<file path="config.mk">
export PLATFORM = sky130hd
export DESIGN_NAME = cc_row_scanner
export DESIGN_NICKNAME = d
export VERILOG_FILES = /design/src/rtl/cc_row_scanner.sv
export SDC_FILE = /design/constraint.sdc
export NUM_CORES = 1
export LEC_CHECK = 0
export CAP_MARGIN = 10
export CORE_MARGIN = 2
export CORE_UTILIZATION = 53
export CTS_CLUSTER_SIZE = 16
export DETAILED_ROUTE_END_ITERATION = 8
export PLACE_DENSITY = 0.76
export SLEW_MARGIN = 20
export SYNTH_ARGS = -nofsm -noshare
export SYNTH_HDL_FRONTEND = slang
export SYNTH_SLANG_ARGS = --single-unit
</file>
<file path="constraint.sdc">
create_clock -name CC_ROWSCAN_CLOCK_50 -period 2.3 [get_ports CC_ROWSCAN_CLOCK_50]
set_input_delay 0.46 -clock CC_ROWSCAN_CLOCK_50 [delete_from_list [all_inputs] [get_ports CC_ROWSCAN_CLOCK_50]]
set_output_delay 0.46 -clock CC_ROWSCAN_CLOCK_50 [all_outputs]
set_load 0.1 [all_outputs]
</file>
<file path="src/rtl/cc_row_scanner.sv">
// Row-scan controller for a 12-row active-low decoder: request/ack loads row data, then the row is held for DWELL_CYCLES.
// Optional macro CC_ROWSCAN_BLANKING_EN inserts BLANK_CYCLES of blanking after every dwell.
module cc_row_scanner #(
  parameter int DATAWIDTH_SELECTION = 4,
  parameter int ROW_COUNT           = 12,
  parameter int PRESCALER_WIDTH     = 16,
  parameter int DWELL_CYCLES        = 4000,
  parameter int BLANK_CYCLES        = 8
) (
  input  logic                           CC_ROWSCAN_CLOCK_50,
  input  logic                           CC_ROWSCAN_RESET_InHigh,
  input  logic                           CC_ROWSCAN_enable_In,
  input  logic                           CC_ROWSCAN_rowack_In,
  output logic [DATAWIDTH_SELECTION-1:0] CC_ROWSCAN_selection_OutBUS,
  output logic                           CC_ROWSCAN_rowrequest_Out,
  output logic [DATAWIDTH_SELECTION-1:0] CC_ROWSCAN_requestrow_OutBUS,
  output logic                           CC_ROWSCAN_rowstrobe_Out,
  output logic                           CC_ROWSCAN_framedone_Out
);

  localparam int DW = DATAWIDTH_SELECTION;
  localparam int PW = PRESCALER_WIDTH;

  localparam logic [DW-1:0] ROW_FIRST  = DW'(1);
  localparam logic [DW-1:0] ROW_LAST   = DW'(ROW_COUNT);
  localparam logic [PW-1:0] DWELL_LAST = PW'(DWELL_CYCLES - 1);
`ifdef CC_ROWSCAN_BLANKING_EN
  localparam logic [PW-1:0] BLANK_LAST = PW'(BLANK_CYCLES - 1);
`endif

  if (ROW_COUNT < 1 || ROW_COUNT > (2 ** DW) - 1) begin : g_bad_row_count
    $error("cc_row_scanner: ROW_COUNT out of range");
  end
  if (DWELL_CYCLES < 2 || DWELL_CYCLES >= (2 ** PW)) begin : g_bad_dwell
    $error("cc_row_scanner: DWELL_CYCLES out of range");
  end
  if (BLANK_CYCLES < 1 || BLANK_CYCLES >= (2 ** PW)) begin : g_bad_blank
    $error("cc_row_scanner: BLANK_CYCLES out of range");
  end

`ifdef CC_ROWSCAN_BLANKING_EN
  typedef enum logic [1:0] {ST_IDLE, ST_REQUEST, ST_DWELL, ST_BLANK} state_t;
`else
  typedef enum logic [1:0] {ST_IDLE, ST_REQUEST, ST_DWELL} state_t;
`endif

  state_t          state_q, state_d;
  logic [DW-1:0]   row_q, row_d;
  logic [PW-1:0]   prescaler_q, prescaler_d;
  logic            wrap;

  logic [DW-1:0]   selection_q, selection_d;
  logic            rowrequest_q, rowrequest_d;
  logic [DW-1:0]   requestrow_q, requestrow_d;
  logic            rowstrobe_q, rowstrobe_d;
  logic            framedone_q, framedone_d;

  always_ff @(posedge CC_ROWSCAN_CLOCK_50) begin
    if (CC_ROWSCAN_RESET_InHigh) begin
      state_q      <= ST_IDLE;
      row_q        <= ROW_FIRST;
      prescaler_q  <= '0;
      selection_q  <= '0;
      rowrequest_q <= 1'b0;
      requestrow_q <= ROW_FIRST;
      rowstrobe_q  <= 1'b0;
      framedone_q  <= 1'b0;
    end else begin
      state_q      <= state_d;
      row_q        <= row_d;
      prescaler_q  <= prescaler_d;
      selection_q  <= selection_d;
      rowrequest_q <= rowrequest_d;
      requestrow_q <= requestrow_d;
      rowstrobe_q  <= rowstrobe_d;
      framedone_q  <= framedone_d;
    end
  end

  always_comb begin
    state_d     = state_q;
    row_d       = row_q;
    prescaler_d = prescaler_q;
    wrap        = 1'b0;
    case (state_q)
      ST_IDLE: begin
        prescaler_d = '0;
        if (CC_ROWSCAN_enable_In) state_d = ST_REQUEST;
      end
      ST_REQUEST: begin
        prescaler_d = '0;
        if (!CC_ROWSCAN_enable_In)     state_d = ST_IDLE;
        else if (CC_ROWSCAN_rowack_In) state_d = ST_DWELL;
      end
      ST_DWELL: begin
        if (!CC_ROWSCAN_enable_In) begin
          state_d     = ST_IDLE;
          prescaler_d = '0;
        end else if (prescaler_q == DWELL_LAST) begin
          // Row advances on the last dwell cycle so requestrow is already correct in the following gap.
          wrap        = (row_q == ROW_LAST);
          row_d       = wrap ? ROW_FIRST : row_q + ROW_FIRST;
          prescaler_d = '0;
`ifdef CC_ROWSCAN_BLANKING_EN
          state_d     = ST_BLANK;
`else
          state_d     = ST_REQUEST;
`endif
        end else begin
          prescaler_d = prescaler_q + 1'b1;
        end
      end
`ifdef CC_ROWSCAN_BLANKING_EN
      ST_BLANK: begin
        if (!CC_ROWSCAN_enable_In) begin
          state_d     = ST_IDLE;
          prescaler_d = '0;
        end else if (prescaler_q == BLANK_LAST) begin
          state_d     = ST_REQUEST;
          prescaler_d = '0;
        end else begin
          prescaler_d = prescaler_q + 1'b1;
        end
      end
`endif
      default: begin
        state_d     = ST_IDLE;
        prescaler_d = '0;
      end
    endcase
  end

  // Outputs are decoded from the next state so the registered copy lines up with the state it describes.
  always_comb begin
    selection_d  = (state_d == ST_DWELL) ? row_d : '0;
    rowrequest_d = (state_d == ST_REQUEST);
    requestrow_d = row_d;
    rowstrobe_d  = (state_d == ST_DWELL) && (state_q != ST_DWELL);
    framedone_d  = wrap;
  end

  assign CC_ROWSCAN_selection_OutBUS  = selection_q;
  assign CC_ROWSCAN_rowrequest_Out    = rowrequest_q;
  assign CC_ROWSCAN_requestrow_OutBUS = requestrow_q;
  assign CC_ROWSCAN_rowstrobe_Out     = rowstrobe_q;
  assign CC_ROWSCAN_framedone_Out     = framedone_q;

endmodule
</file>
Word level (Yosys, flattened, before mapping)
Cells that the tools add are included.
- add/subtract/negate cells: 2
- $mul: 0
- divide/modulo/power cells: 0
- magnitude comparators: 0
- equality and inequality tests: 7
- shift-type cells: 0
- multiplexer cells: 10
- bitwise logic cells: 4
- reductions and logical operators: 5
- operators by type and width (cell ; number):
    adder 16 x 1 -> 16 bit (second input constant) ; 1
    == test 16 x 12 -> 1 bit (second input constant) ; 1
    two-way mux 4 bit ; 4
    two-way mux 2 bit ; 5
    OR reduction 4 bit ; 2
    case mux 2 bit (3 select lines) ; 1
    adder 4 x 1 -> 4 bit (second input constant) ; 1
    == test 2 x 1 -> 1 bit (second input constant) ; 2
    == test 2 bit (second input constant) ; 2
    == test 4 bit (second input constant) ; 1
    NOT 1 bit ; 4
    zero test 2 bit ; 1
    != test 2 bit (second input constant) ; 1
    OR reduction 2 bit ; 1
    logical AND 1 bit ; 1
- flip-flop bits (word level): 29
- bits in latches: 0
- memory bits (writable): 0
- bits in read-only memories: 0
- input port bits: 4
- memories: 0

Longest topological paths before layout
- word-level depth: 7
- gate-level depth with buffers: 7
- depth with buffers taken out: 6

Least setup slack after synthesis
Ideal clock, no wire load.
- kind: register -> register
- start point: register prescaler_q[13]
- end point: register requestrow_q[3] (netlist: CC_ROWSCAN_requestrow_OutBUS[3])
- library setup time: 0.072 ns
- arrival time: 2.081 ns
- data required time: 2.228 ns
- slack: 0.148 ns
- cell stages (with the launch flop): 6
- path buffers: 1
- cell sequence: dfxtp_1 -> or4_4 -> or4_1 -> buf_2 -> or4_4 -> a21oi_1
- longest elaborated chain between the ends: 4
- ends and longest elaborated chain (what ; RTL line ; RTL):
    from (decl) ; 49 ; logic [PW-1:0] prescaler_q, prescaler_d;
    from (signal assigned) ; 71 ; prescaler_q <= prescaler_d;
    == test 16 x 12 -> 1 bit ; 99 ; end else if (prescaler_q == DWELL_LAST) begin
    two-way mux 4 bit ; 99 ;
    two-way mux 4 bit ; 96 ; if (!CC_ROWSCAN_enable_In) begin
    two-way mux 4 bit ; 85 ; case (state_q)
    to (signal assigned) ; 74 ; requestrow_q <= requestrow_d;
    to (decl) ; 54 ; logic [DW-1:0] requestrow_q, requestrow_d;
No other way between the ends.
A chain may end at the register's enable or synchronous reset.

Worst setup path after layout
- start point: register prescaler_q[13]
- end point: register selection_q[2] (netlist: CC_ROWSCAN_selection_OutBUS[2])
- longest elaborated chain between the ends: 7
- elaborated cells on any way between the ends: 10
- those cells by class: eq/ne (2); mux (6); bitwise (1); reduce/logical (1)
- ends and longest elaborated chain (what ; RTL line ; RTL):
    == test 16 x 12 -> 1 bit * ; 99 ;
    two-way mux 2 bit ; 99 ;
    two-way mux 2 bit ; 96 ;
    case mux 2 bit (3 select lines) ; 85 ;
    == test 2 bit ; 135 ; selection_d = (state_d == ST_DWELL) ? row_d : '0;
    NOT 1 bit (no line) ; n/a ;
    OR reduction 2 bit (no line) ; n/a ;
    to (signal assigned) ; 72 ; selection_q <= selection_d;
    to (decl) ; 52 ; logic [DW-1:0] selection_q, selection_d;
Every way passes the cells marked *; elsewhere a longest branch is shown, timed or not.

==> reports/results.ini <==
[status]
status=finished, final reports clean

[power_and_ir_drop]
p_leak_nw=0.539
p_per_area_nw_per_um2=566
power_frac_clock_pct=34.4
p_comb_share_pct=4.2
ir_drop_v=0.000424
p_sw_share_pct=23.4
power_switching_mw=0.193
p_total_mw=0.827
p_seq_share_pct=61.4
power.internal_mw=0.634

[clocking]
post-cts-setup-buffers=0
cts_tree=built
cts_resized=0
clock_sinks=29
ctsHoldBuffers=0
path_clk_slew_ns=0.09
cts-buffers-inserted=5
htreeDepth=2
clock_latency_ns=0.32
cts-root-buf=clkbuf_4
clockBufferDepth=2

[yosys]
async_flop_share_pct=0
synth_area_leaders=dfxtp_1, nor2_1, xor2_1
synth-edff-count=0
synth_top_area_share_pct=46.9
synth_warnings=0
synth_seq_cells=29
syn_area_sq_um=1240
yosysSeqAreaShare_pct=46.9
synth.distinct_cells=33
synth.avg_cell_area_sq_um=9.18
synth_flop_cell=dfxtp_1
synth_nets=142
synthCells=135
synth_top_cell_by_area=dfxtp_1

[floorplanning]
initial_utilization_pct=56.0
std_cell_rows=17
io_pins=15
die_h_microns=52.3
core_sq_um=2210
die_area_sq_um=2740
dieWidth_microns=52.3

[placement]
place_ws_ns=0.149
gp_congestion=0.765
portBuffers=14
dp.cells=178
dpl_cell_area_sq_um=1410
dpl.hpwl_microns=1730

[drt]
vias_per_cell=5.67
routedWlPerCell_microns=13.1
drc=0
dr.pass1.iters=4
routed_wl_microns=2430
antenna_left=0
dr_total_vias=1055
dr.first_iter.drc_count=21

[critical_path]
crit_type=reg -> reg
arrival_ns=2.37
cp-end-kind=flop
path_max_fanout=6
cp-start-kind=flop
required_ns=2.51

[timing]
hold_viol=0
min_period_ns=2.16
finalCritPeriodShare_pct=94.1
finalSetupTns_ns=0
slew_headroom_pct=62.7
slew_violations=0
setup_viol=0
finalWorstSetupSlack_ns=0.136
clock_skew_ns=0.00978
fmaxAchievable_mhz=462
worst_pin_slew_ns=0.560
rsz0062_at_grt=false
timing.hold.ws_ns=0.486

[job]
maxCapViolCount=0

[finish]
final_core_util_pct=66.1
instances_no_fill=186
multi_input_area_sq_um=618
n_antenna_cell=0
area_delta_synth_final_pct=18.0
final_area_sq_um=1460
layout.nets=164
regArea_sq_um=581
drive_gt1_share_pct=17.1
fill_cells=199

[global_route]
grt_pass1_vias=969
grt_max_degree=17
grt_usage_pct=21.6
grt-ovfl-total=0
antenna_found_initial=0
grt_pass1_wl_microns=4220

[hold_path]
min_path_type=reg -> reg

[layout make-up]
cell class / instances / share of cell area, %
Clock buffer: 6 / 2.83
Clock inverter: 2 / 0.685
Inverter: 5 / 1.28
Multi-Input combinational cell: 96 / 42.3
Sequential cell: 29 / 39.7
Tap cell: 28 / 2.40
Timing Repair Buffer: 20 / 10.8
[kinds of logic after synthesis]
family                   synth area share [%]
AND/OR/NAND/NOR                          26.5
flip-flops                               46.9
AO/OA/AOI/OAI                            11.9
XOR/XNOR                                 8.48
buffers and inverters                    3.23
adder cells (fa/ha/maj)                  3.03
[critical path: stages (launching register included)]
cell and delay [ns]:
dfxtp_1 0.34, or4_4 0.56, or4_1 0.55, buf_4 0.18, o31ai_1 0.30, a21oi_1 0.11
[cell usage after synthesis, types with 2 or more instances]
library cell / number
or4_1: 2
nor4_1: 2
o41ai_1: 2
o21ai_0: 4
buf_2: 2
o21a_1: 2
or3_1: 2
or4_4: 2
a21o_1: 2
xnor2_1: 5
nor2_1: 19
nand3_1: 10
inv_1: 5
xor2_1: 7
dfxtp_1: 29
and3_1: 2
nand2_1: 2
and4_1: 3
a21oi_1: 9
o31ai_1: 2
ha_1: 3
nand4b_1: 2
nor3_1: 2
nand4_1: 5
clkbuf_1: 2
[placed cells by master, fill, tap and decap left out, drive strengths merged, types with 4 or more instances in the layout]
cell type,instances
o21ai,4
inv,5
buf,17
xnor2,5
dfxtp,29
nand3,10
clkbuf,6
or4,4
a21oi,9
xor2,7
nor2,19
nand4,5
[sequential cells by signal (all words and copies together) (netlist names)]
name,flops
CC_ROWSCAN_requestrow_OutBUS,4
prescaler_q,16
CC_ROWSCAN_rowstrobe_Out,1
state_q,2
CC_ROWSCAN_selection_OutBUS,4
CC_ROWSCAN_framedone_Out,1
CC_ROWSCAN_rowrequest_Out,1
[power by group through the flow]
stage	combinational [mW]	clock, mW	sequential (mW)
floorplan	0.0104	0	0.531
global placement	0.0345	0	0.519
detailed placement	0.0348	0	0.519
CTS	0.0352	0.294	0.508
global route	0.0373	0.321	0.508
finish	0.0350	0.284	0.508
[layer usage]
metal  up-vias  track usage [%]  routed length (microns)
met5         -                0                        0
met1       499             25.7                     1130
met2        17             34.6                     1150
met4         0             10.3                       49
li1        532                -                        -
met3         7             7.71                       97
[final timing paths]
check,start,endpoint,slack (ns),cells after the start
worst max-delay path,prescaler_q[13]$_SDFF_PP0_,CC_ROWSCAN_selection_OutBUS[2]$_SDFF_PP0_,0.14,5
worst min-delay path,prescaler_q[0]$_SDFF_PP0_,prescaler_q[0]$_SDFF_PP0_,0.49,1
worst max register to register,prescaler_q[13]$_SDFF_PP0_,CC_ROWSCAN_selection_OutBUS[2]$_SDFF_PP0_,0.14,5
worst min register to register,prescaler_q[0]$_SDFF_PP0_,prescaler_q[0]$_SDFF_PP0_,0.49,1
No activity file was read; power rests on OpenSTA's default activity.
